===== config.mk =====
export PLATFORM = sky130hd
export DESIGN_NAME = fetch_controller
export DESIGN_NICKNAME = d
export VERILOG_FILES = /design/src/rtl/fetch_controller.sv
export SDC_FILE = /design/constraint.sdc
export NUM_CORES = 1
export LEC_CHECK = 0
export ABC_AREA = 0
export CAP_MARGIN = 20
export CORE_MARGIN = 3
export CORE_UTILIZATION = 40
export CTS_BUF_LIST = sky130_fd_sc_hd__clkbuf_8
export DETAILED_ROUTE_END_ITERATION = 8
export PLACE_DENSITY = 0.86
export RECOVER_POWER = 100
export SYNTH_ARGS = -nofsm -noshare
export SYNTH_HDL_FRONTEND = slang
export SYNTH_SLANG_ARGS = --single-unit

===== constraint.sdc =====
create_clock -name clk -period 1.4 [get_ports clk]
set_input_delay 0.28 -clock clk [delete_from_list [all_inputs] [get_ports clk]]
set_output_delay 0.28 -clock clk [all_outputs]
set_load 0.1 [all_outputs]

===== src/rtl/fetch_controller.sv =====
// fetch_controller: single-outstanding instruction fetch FSM with redirect and stall handling.
// Optional misaligned-redirect checking is enabled by defining FETCH_MISALIGN_CHECK_EN.
module fetch_controller #(
  parameter int PC_WIDTH = 16,
  parameter logic [PC_WIDTH-1:0] RESET_PC = '0
) (
  input  logic                clk,
  input  logic                rst,
  input  logic                redirect_valid,
  input  logic [PC_WIDTH-1:0] redirect_pc,
  input  logic                stall,
  output logic                imem_req,
  output logic [PC_WIDTH-1:0] imem_addr,
  input  logic                imem_ack,
  input  logic [31:0]         imem_rdata,
  output logic                instr_valid,
  output logic [31:0]         instr,
  output logic [PC_WIDTH-1:0] instr_pc,
  output logic [PC_WIDTH-1:0] pc
`ifdef FETCH_MISALIGN_CHECK_EN
  ,
  output logic                misalign_err
`endif
);
  localparam logic [1:0] IDLE = 2'd0, WAIT = 2'd1, HOLD = 2'd2, DRAIN = 2'd3;
  logic [1:0] state;
  logic redir;
`ifdef FETCH_MISALIGN_CHECK_EN
  // a misaligned target is dropped entirely and only flagged
  assign redir = redirect_valid && redirect_pc[1:0] == 2'b00;
  always_ff @(posedge clk)
    if (rst) misalign_err <= 1'b0;
    else if (redirect_valid && redirect_pc[1:0] != 2'b00) misalign_err <= 1'b1;
`else
  assign redir = redirect_valid;
`endif
  always_ff @(posedge clk) begin
    if (rst) begin
      state       <= IDLE;
      pc          <= RESET_PC;
      imem_req    <= 1'b0;
      imem_addr   <= '0;
      instr_valid <= 1'b0;
      instr       <= '0;
      instr_pc    <= '0;
    end else begin
      case (state)
        IDLE: begin
          imem_req  <= 1'b1;
          imem_addr <= redir ? redirect_pc : pc;
          pc        <= redir ? redirect_pc : pc;
          state     <= WAIT;
        end
        WAIT:
          if (redir) begin
            pc <= redirect_pc;
            imem_req <= !imem_ack;
            state <= imem_ack ? IDLE : DRAIN;
          end else if (imem_ack) begin
            instr       <= imem_rdata;
            instr_pc    <= imem_addr;
            instr_valid <= 1'b1;
            pc          <= pc + PC_WIDTH'(4);
            imem_req    <= 1'b0;
            state       <= HOLD;
          end
        DRAIN: begin
          if (redir) pc <= redirect_pc;
          if (imem_ack) begin
            imem_req <= 1'b0;
            state    <= IDLE;
          end
        end
        HOLD:
          if (redir) begin
            instr_valid <= 1'b0;
            pc          <= redirect_pc;
            state       <= IDLE;
          end else if (!stall) begin
            instr_valid <= 1'b0;
            imem_addr   <= pc;
            imem_req    <= 1'b1;
            state       <= WAIT;
          end
        default: state <= IDLE;
      endcase
    end
  end
endmodule


# After elaboration in Yosys (flattened, before gate mapping)
# Index checks and enable logic that the tools add are counted.
dict set report classes {
  addsub 1
  eq_ne 10
  muxes 24
  n_bitwise 1
  reduce_logical 10
}
# cell n
set op_table {}
lappend op_table {{16-bit 2-to-1 mux} 5}
lappend op_table {{16-bit one-hot mux with 2 select lines} 2}
lappend op_table {{16-bit by 3-bit adder with 16-bit output (second input constant)} 1}
lappend op_table {{2-bit 2-to-1 mux} 6}
lappend op_table {{2-bit != test (second input constant)} 5}
lappend op_table {{3-bit AND reduction} 3}
lappend op_table {{1-bit 2-to-1 mux} 8}
lappend op_table {{2-bit one-hot mux with 4 select lines} 1}
lappend op_table {{3-bit != test (second input constant)} 2}
lappend op_table {{2-bit == test (second input constant)} 2}
lappend op_table {{1-bit one-hot mux with 4 select lines} 1}
lappend op_table {{4-bit AND reduction} 1}
lappend op_table {{2-bit nonzero test} 2}
lappend op_table {{3-bit OR reduction} 1}
lappend op_table {{2-bit by 1-bit == test with 1-bit output (second input constant)} 1}
lappend op_table {{2-bit logical NOT} 1}
lappend op_table {{1-bit one-hot mux with 2 select lines} 1}
lappend op_table {{2-bit AND reduction} 1}
lappend op_table {{1-bit logical NOT} 1}
lappend op_table {{1-bit NOT} 1}
dict set report totals {
  regBits 84
  input_bits 53
  wordCells 53
}

# Longest topological paths before layout
# Gate-level depths: netlist of the first run.
dict set report logic_depth {
  ltp_word 4
  ltp_mapped 7
}

# Worst setup path before layout of the first run
# Ideal clock, no wire load.
dict set report synth_timing {
  kind {register to register}
  startpoint {reg pc[2]}
  endpoint {reg pc[14]}
  setup_ns 0.091
  arrival_time_ns 2.224
  required_time_ns 1.309
  path_slack_ns -0.915
  stages_incl_launch_ff 6
  n_path_buf 0
  path_cell_list {dfxtp_1 > ha_1 > nand3_1 > or2_4 > o31a_1 > a311oi_1}
}
dict set report synth_via {
  elab_chain_cells 4
}
# item line
set synth_rtl {}
lappend synth_rtl {{start, declared} 19} ;# output logic [PC_WIDTH-1:0] pc
lappend synth_rtl {{start signal, assigned} 51} ;# pc <= redir ? redirect_pc : pc;
lappend synth_rtl {{start signal, assigned} 56} ;# pc <= redirect_pc;
lappend synth_rtl {{start signal, assigned} 63} ;# pc <= pc + PC_WIDTH'(4);
lappend synth_rtl {{16-bit by 3-bit adder with 16-bit output} 63}
lappend synth_rtl {{16-bit 2-to-1 mux} 59} ;# end else if (imem_ack) begin
lappend synth_rtl {{16-bit 2-to-1 mux} 55} ;# if (redir) begin
lappend synth_rtl {{16-bit one-hot mux with 2 select lines} 47} ;# case (state)
# No other way between the ends. The select of a mux whose other input is x is not followed.
# A chain may end at the register's enable or synchronous reset.

# Final worst setup path of the first run
dict set report layout_timing {
  startpoint {reg state[1]}
  endpoint {reg pc[6]}
}
dict set report layout_via {
  elab_chain_cells 3
  elab_cells_between_ends 7
}
# item line
set layout_rtl {}
lappend layout_rtl {{start, declared} 26} ;# logic [1:0] state;
lappend layout_rtl {{start signal, assigned} 58} ;# state <= imem_ack ? IDLE : DRAIN;
lappend layout_rtl {{2-bit == test or 2-bit logical NOT (tied branches)} 47}
lappend layout_rtl {{3-bit OR reduction (no line)} n/a}
lappend layout_rtl {{16-bit one-hot mux with 2 select lines} 47}
# Several ways; a longest one is shown, not always the timed one.

==> results by stage, run 1 <==
Global routing:
- The first global-routing pass estimated approximately 19,000 µm of wire.
- Entering global routing, the biggest net connects 54 pins.
- The number of antenna violations at the first check in global routing is 0.
- The via count of the first global-routing pass came to 3,919.
- The global router's overall resource usage is 0.241.
- The residual overflow from global routing is 0.

Route:
- In the routed layout, each cell is associated on average with a via count of between 5 and 6.
- The routed layout has 4,107 vias.
- The first-pass iteration count of the detailed router is 5.
- Summed over all layers, the routed wires come to 15,800 µm.
- The post-detailed-route DRC marker count is 0.
- The starting DRC count in detailed routing is 213.
- The post-detailed-route wirelength per cell is 22.3 µm.
- The detail route stage leaves a number of antenna-violating nets equal to 0.

Timing:
- At the pin with the least slew margin, the transition time is 0.491 ns.
- The number of setup violations in the final report is 59.
- Hold timing on the final database bottoms out at a slack of 0.428 ns.
- The highest clock frequency the design can meet is 620 MHz.
- The shortest period the worst path allows is 1.61 ns.
- The number of max-slew violations in the final report is 0.
- The share of the clock period used by the worst path is 1.15.
- The setup TNS is -5.21 ns.
- Between clock sinks in the finished design, the worst skew comes to roughly 0.022 ns.
- The worst path setup slack after routing is -0.214 ns.
- The final-report hold violation count is 0.
- Setup repair after global routing could not meet its margin everywhere.
- The headroom to the max-slew limit is 0.673.

Synthesis:
- In the synthesized netlist, the number of instances is 423.
- The dominant cell type by area after synthesis is sky130_fd_sc_hd__dfxtp_1.
- The number of nets handed over by synthesis was 477.
- The synthesized netlist occupies a cell area of approximately 0.0035 mm².
- The proportion of register bits with asynchronous set or reset after synthesis is 0.
- Sorting the synthesized cells by area gives the leading types as sky130_fd_sc_hd__dfxtp_1, sky130_fd_sc_hd__nand2_1, sky130_fd_sc_hd__a21oi_1.
- Yosys mapped the design onto 46 distinct sky130hd cell types.
- A synthesized cell averages 8.38 µm².
- For this run, the leading register cell type out of synthesis is sky130_fd_sc_hd__dfxtp_1.
- The number of enable flip-flop cells after synthesis is 0.
- Of the post-synthesis cell area, the dominant cell type holds 0.475.
- The sequential element share of the synthesized area is 0.475.
- Counting flops and latches in the post-synthesis netlist gives 84.
- The number of warnings printed during yosys synthesis is 0.

Pwr:
- The internal power of the cells is 0.00428 W.
- The leakage power figure is ~3 nW.
- The power per cell area is 949 mW/mm².
- Summed over all nets, the switching power comes to 0.00258 W.
- IR analysis of the VDD net gives a maximum drop of 0.931 mV.
- Of the total power, registers draw 0.392.
- The switching part of the total power is 0.377.
- The share of total power dissipated in combinational logic is 0.347.
- Of the total power, the clock network draws 0.261.

Setup path:
- Across all register-to-register paths, the minimum setup slack is -0.21 ns.
- The startpoint of the most critical register-to-register path is state[1].
- The critical path launch point is state[1].
- Of all nets on the critical path, the largest fanout is 5.
- The arrival time at the worst endpoint is 1.87 ns.
- The most critical setup path has its endpoint at pc[6].
- The critical path endpoint category is a flop.
- The end of the worst register-to-register path is pc[6].
- The element type at the critical path start is a flop.
- The required arrival time at the worst endpoint is ~1.7 ns.
- The number of cells on the worst reg-to-reg path is 4.
- The category of the most critical setup path is reg -> reg.

Placement:
- The post-placement worst setup slack is -0.526 ns.
- The instance area at placement is 0.00607 mm².
- The routability-driven placement congestion ratio is 0.897.
- During placement, the flow inserted port buffers numbering 134.
- The total half-perimeter wirelength after legalization and detailed placement is 8380 µm.

Finish:
- The area growth from synthesis to layout is 104%.
- The share of layout cells above drive strength 1 is 0.502.
- The number of antenna diodes is 0.
- In the final design database the tool counted 652 nets.
- The cell area after layout is 0.00723 mm².

Floorplanning:
- For this configuration, the core starts out at a cell density of 0.421.
- After floorplanning, the core was divided into 33 placement rows.
- In this run the horizontal extent of the chip is around 100 µm.
- The floorplan core area is 0.00842 mm².
- Pin placement for this block handled 135 I/O pins.
- The height of the die is 100 µm.
- The full die area is 0.0100 mm².

Clock network:
- For the worst-skew pair, the clock arrives at the later sink with an insertion delay of 0.35 ns.
- For this design, the CTS-stage hold fixing added 0 buffers.
- Counting along the longest clock path gives a buffer depth of 2.
- The tree is rooted in a sky130_fd_sc_hd__clkbuf_8.
- The tree built by TritonCTS fans out to 84 sinks.
- Clock-pin slew was measured on the worst setup and hold paths at 0.10 ns.
- TritonCTS built the clock tree.
- Buffers inserted during clock tree synthesis total 9.
- In this run the number of H-tree levels came out at 3.

Min path:
- The min-delay analysis places its worst path in the category in -> reg.

Outcome:
- The flow ran to the end, but the final reports show violations.
- The final reports fail on setup timing.

Run:
- Across the run, the number of max-cap violations was 0.
==> layout by cell type, fill, tap and decap left out, types with 3 or more instances in the layout <==
master / synthesis / layout
sky130_fd_sc_hd__nor2_1: 24 / 24
sky130_fd_sc_hd__nand4_1: 4 / 4
sky130_fd_sc_hd__a211oi_1: 22 / 13
sky130_fd_sc_hd__a311oi_1: 5 / 3
sky130_fd_sc_hd__clkdlybuf4s50_1: 0 / 49
sky130_fd_sc_hd__dfxtp_4: 0 / 14
sky130_fd_sc_hd__nand2_4: 0 / 27
sky130_fd_sc_hd__o21ai_0: 5 / 5
sky130_fd_sc_hd__a21oi_1: 59 / 16
sky130_fd_sc_hd__clkbuf_8: 0 / 9
sky130_fd_sc_hd__buf_12: 0 / 89
sky130_fd_sc_hd__mux2i_1: 19 / 18
sky130_fd_sc_hd__buf_6: 6 / 8
sky130_fd_sc_hd__inv_1: 4 / 5
sky130_fd_sc_hd__nor3_4: 0 / 3
sky130_fd_sc_hd__nand2_1: 111 / 74
sky130_fd_sc_hd__clkbuf_16: 0 / 4
sky130_fd_sc_hd__xnor2_2: 0 / 3
sky130_fd_sc_hd__nand2_2: 0 / 10
sky130_fd_sc_hd__buf_4: 3 / 41
sky130_fd_sc_hd__dfxtp_1: 84 / 66
sky130_fd_sc_hd__a21oi_2: 0 / 43
sky130_fd_sc_hd__a211oi_2: 0 / 9
sky130_fd_sc_hd__dfxtp_2: 0 / 4
sky130_fd_sc_hd__nand3_1: 5 / 4
==> stage by stage <==
step / utilization / power (W) / instances
floorplan: - / 0.00388 / 423
global placement: 0.721 / 0.00473 / 667
detailed placement: 0.721 / 0.00478 / 667
CTS: 0.766 / 0.00658 / 690
global route: 0.858 / 0.00705 / 708
finish: 0.858 / 0.00686 / 708
==> cells by family (layout without fill, tap and decap cells) <==
family          Yosys count  in the layout  synth area share
flops                    84             84             0.475
fa+ha+maj                 1              1           0.00353
simple gates            171            171             0.214
mux                      21             21            0.0600
buf+inv                  38            218            0.0597
xor+xnor                  3              3           0.00742
compound gates          105            105             0.181
==> cell usage after synthesis (2+ instances only) <==
cell type	instances
sky130_fd_sc_hd__a211oi_1	22
sky130_fd_sc_hd__a21oi_1	59
sky130_fd_sc_hd__a221oi_1	2
sky130_fd_sc_hd__a311oi_1	5
sky130_fd_sc_hd__and2_1	2
sky130_fd_sc_hd__buf_2	10
sky130_fd_sc_hd__buf_4	3
sky130_fd_sc_hd__buf_6	6
sky130_fd_sc_hd__clkbuf_1	14
sky130_fd_sc_hd__dfxtp_1	84
sky130_fd_sc_hd__inv_1	4
sky130_fd_sc_hd__mux2_2	2
sky130_fd_sc_hd__mux2i_1	19
sky130_fd_sc_hd__nand2_1	111
sky130_fd_sc_hd__nand2b_1	4
sky130_fd_sc_hd__nand3_1	5
sky130_fd_sc_hd__nand4_1	4
sky130_fd_sc_hd__nor2_1	24
sky130_fd_sc_hd__nor2b_1	2
sky130_fd_sc_hd__nor3_1	6
sky130_fd_sc_hd__o21ai_0	5
sky130_fd_sc_hd__o31a_1	2
sky130_fd_sc_hd__or2_2	2
sky130_fd_sc_hd__or3_2	2
sky130_fd_sc_hd__xnor2_1	3
==> per-layer routing <==
layer	vias up	wire length, µm	global-route usage
met4	0	729	0.0767
li1	1813	-	-
met3	81	1200	0.0549
met1	1939	5780	0.279
met2	274	8100	0.438
met5	-	0	0
==> how the worst min path moves through the flow <==
stage / start / to / slack (ns) / depth (start not counted)
after floorplan: redirect_pc[9] / pc[9] / 0.41 / 2
after global placement: instr_pc[0] / instr_pc[0] / 0.48 / 2
after detailed placement: instr_pc[12] / instr_pc[12] / 0.48 / 2
after CTS: rst / pc[1] / 0.39 / 3
after global routing: rst / instr_pc[3] / 0.43 / 3
final: rst / instr_pc[3] / 0.43 / 3
==> flip-flops by register name, summed over array words and instances, names as in the netlist <==
signal and count:
pc 16, instr 32, state 2, instr_pc 16, imem_req 1, instr_valid 1, imem_addr 16
==> area by class of cell <==
class / instances / area [µm²]
well taps: 105 / 131
clock buffers: 9 / 124
clock inverters: 7 / 72.6
multi-input cells: 301 / 2290
fillers: 388 / 1190
flip-flops and latches: 84 / 1740
inverters: 4 / 15.0
repair buffers: 198 / 2850
==> critical path, stage by stage (launching register included) <==
cell	delay, ns
sky130_fd_sc_hd__dfxtp_4	0.38
sky130_fd_sc_hd__buf_6	0.13
sky130_fd_sc_hd__nand4b_1	0.31
sky130_fd_sc_hd__or3_1	0.48
sky130_fd_sc_hd__a311oi_2	0.22
==> repair_timing <==
item,CTS,global route
setup endpoints to repair,78,79
resized for setup,22,147
setup buffers,5,13
pin swaps,9,86
gates cloned,2,6
==> power groups by stage <==
stage	sequential, W	combinational (W)	clock [W]
after global placement	0.00271	0.00202	0
after detailed placement	0.00272	0.00205	0
after floorplan	0.00349	0.000397	0
final	0.00269	0.00238	0.00179
after CTS	0.00267	0.00212	0.00179
after global routing	0.00270	0.00244	0.00190
(Power assumes the default switching activity.)
==> run 2, diff against run 1 <==
- CTS_BUF_LIST: sky130_fd_sc_hd__clkbuf_8 -> unset
==> run 2 against run 1 <==
  * The run still ends with setup timing left
  * Non-clock buffer count down 9
  * Design area down 14%
  * Sequential power hardly changed
  * Utilization down 12 points
  * Global-route usage fell by 0.40 points
  * Routed wire length down 13%
  * Via count shrank 4.7%
  * Sequential share of layout area up 4.0 points
  * Worst setup slack improved by 0.036 ns
  * Register-to-register slack better by 0.04 ns
  * Clock-buffer cell count is 2 higher
==> results by stage, run 2 (same netlist as run 1, synthesis figures left out) <==
Outcome:
- The flow ran to the end, but the final reports show violations.
- The checks that failed: setup timing.

Clock network:
- The number of CTS-inserted buffers is 9 (unchanged).
- The number of clock sinks came to 84 (unchanged).
- The number of buffers on the longest clock path is 2 (unchanged).
- The root buffer cell chosen for the clock tree is sky130_fd_sc_hd__clkbuf_8.
- TritonCTS built the clock tree.
- The hold-fix buffer count after cts was 0 (unchanged).
- The clock transition at the registers of the reported paths is 0.10 ns (about the same).
- The number of levels the H-tree was split into was 3 (unchanged).
- The later-pin clock latency in the skew report came to 0.36 ns (about the same).

Setup path:
- The category of the most critical setup path is reg -> reg.
- The worst setup path is captured at a flop.
- The signal on the critical path passes through buf_6 -> nand4b_1 -> or3_4 -> a311oi_2.
- The biggest cell delay along the critical path is 0.47 ns (about the same).
- Tracing the worst setup path back leads to its startpoint at state[1].
- The element type at the critical path start is a flop.
- The startpoint of the most critical register-to-register path is state[1].
- The arrival time at the worst endpoint was 1.84 ns (-0.03 ns).
- The required arrival time at the worst endpoint is 1.66 ns (about the same).
- The largest fanout on the critical path is 5 (unchanged).
- The slowest cell on the critical path is sky130_fd_sc_hd__or3_4.

Floorplanning:
- The floorplan core area is 0.00842 mm² (unchanged).
- The number of top-level design ports came to 135 (unchanged).
- The width of the die is 100 µm (unchanged).
- The full die area came to 0.0100 mm² (unchanged).
- The height of the die is 100 µm (unchanged).
- The effective utilization at floorplan is 0.421 (unchanged).
- The site row count came to 33 (unchanged).

Global routing:
- The via count of the first global-routing pass was 3,857 (-1.6%).
- The global router's overall resource usage came to 0.237 (-0.00397).
- The residual overflow from global routing came to 0 (unchanged).
- The met2 track demand over resource in global routing is 0.431 (-0.00663).
- The fraction of met3 tracks used by global routing was 0.0507 (-0.00417).
- The number of antenna violations at the first check in global routing is 0 (unchanged).
- The met1 global-route usage is 0.271 (-0.00749).
- The global-route wire length before repair was 19,100 µm (-1.7%).
- After global routing, the most crowded layer is met2.
- The pin count of the biggest net entering global routing was 54 (unchanged).

Timing:
- The headroom to the max-slew limit is 0.635 (-0.0381).
- The highest clock frequency the design can meet is 634 MHz (+2.3%).
- The final-report hold violation count came to 0 (unchanged).
- The setup TNS is -5.10 ns (+0.113 ns).
- The share of the clock period used by the worst path is 1.13 (-0.0258).
- The largest clock skew in the final design was 0.0190 ns (-0.00345 ns).
- Setup repair after global routing could not meet its margin everywhere.
- The transition time at the pin with the least slew margin was 0.548 ns (+0.0571 ns).
- The worst path setup slack after routing is -0.178 ns (+0.0362 ns).
- The shortest period the worst path allows was 1.58 ns (-0.0362 ns).
- The number of max-slew violations in the final report is 0 (unchanged).
- The number of setup violations in the final report is 63 (+6.8%).

Placement:
- The total half-perimeter wirelength after legalization and detailed placement is 8380 µm (unchanged).
- The post-placement worst setup slack is -0.526 ns (unchanged).
- The routability-driven placement congestion ratio is 0.897 (unchanged).
- The count of buffers inserted at the top-level ports is 134 (unchanged).

Finish:
- The net count reported at finish is 644 (-1.2%).
- The share of the core filled with cells is 0.737 (-0.122).
- From synthesis to final layout, the design area changed by 75.1%.
- The number of antenna diodes is 0 (unchanged).
- The flip-flop count of the largest register, all copies and words added is 32 (unchanged).
- The share of layout cells above drive strength 1 is 0.385 (-0.118).
- The count of fill cells added during filler insertion came to 539 (+39%).
- In the layout the commonest cells are sky130_fd_sc_hd__nand2_1, sky130_fd_sc_hd__dfxtp_1, sky130_fd_sc_hd__clkdlybuf4s50_1.
- The register with the most flip-flops is instr.
- Leaving out fill and tap cells, the most frequent cell in the layout is sky130_fd_sc_hd__nand2_1.

Min path:
- The worst hold path belongs to the class in -> reg.
- The critical hold path startpoint is rst.

Pwr:
- The power per cell area is 1040 mW/mm² (+10%).
- The internal power of the cells is 0.00405 W (-5.2%).
- The leakage power figure came to 2.40 nW (-17%).
- The switching part of the total power is 0.374 (-0.00201).
- The relative contribution of the clock network to total power was 0.265 (+0.004).
- The switching power is 0.00243 W (-6.0%).
- The part of the power in registers is 0.410 (+0.018).
- The combinational cell fraction of total power is 0.325 (-0.022).
- The maximum vdd ir drop is 0.675 mV (-28%).

Route:
- The total wirelength of the detailed-routed design is 13,700 µm (-13%).
- The total via count after detailed routing is 3,913 (-4.7%).
- The starting DRC count in detailed routing is 191 (-10%).
- The first-pass iteration count of the detailed router was 5 (unchanged).
- The number of vias per cell after detailed routing came to 5.59 (-3.6%).
- The post-detailed-route wirelength per cell was 19.6 µm (-12%).
- The number of nets with antenna violations after detailed routing is 0 (unchanged).
- The post-detailed-route DRC marker count was 0 (unchanged).

Run:
- The number of max-capacitance violations reported was 0 (unchanged).
## run 2: critical path, delay by kind of cell (launching register included)
kind	cells	cell delay, ns
compound gates	1	0.24
buf+inv	1	0.12
flops	1	0.38
simple gates	2	0.75
## run 2: area by class of cell
class | instances | area [µm²] | share of cell area
multi-input combinational | 302 | 1910 | 0.309
tap | 105 | 131 | 0.0212
clock inverter | 5 | 38.8 | 0.00625
clock buffer | 11 | 153 | 0.0246
timing repair buffer | 189 | 2210 | 0.357
sequential | 84 | 1740 | 0.280
inverter | 4 | 15.0 | 0.00242
## run 2: routing by layer
layer  share of wire  vias to the layer above  wire length, µm
met3           0.084                       51             1150
met4           0.034                        0              461
met1            0.38                     1832             5230
met2            0.50                      227             6880
li1                -                     1803                -
met5               0                        -                0
## run 2: worst paths after layout
| check | endpoint | slack (ns) | cells after the start |
|---|---|---|---|
| setup / recovery | pc[8] | -0.18 | 4 |
| hold / removal | pc[1] | 0.41 | 3 |
| setup reg to reg | pc[8] | -0.18 | 4 |
| hold reg to reg | instr[9] | 0.46 | 2 |
## run 2: timing repair
item | CTS | global route
gates resized for setup | 25 | 41
buffers inserted | 3 | 6
gates cloned | 1 | 7
pin swaps | 6 | 21
endpoints found under the setup margin | 78 | 79
## run 2: stage by stage
step	total power, W	hold WS [ns]	std cells	instance area (µm²)
global placement	0.00473	0.479	667	6070
detailed placement	0.00478	0.483	667	6070
floorplan	0.00388	0.412	423	3640
CTS	0.00649	0.398	687	6400
finish	0.00648	0.413	700	6200
global route	0.00667	0.408	700	6200
## run 2: power groups by stage
stage          combinational (W)  clock (W)  sequential [W]
4_1_cts                  0.00210    0.00172         0.00267
3_3_place_gp             0.00202          0         0.00271
5_1_grt                  0.00218    0.00182         0.00267
6_report                 0.00211    0.00172         0.00266
3_5_place_dp             0.00205          0         0.00272
2_1_floorplan           0.000397          0         0.00349
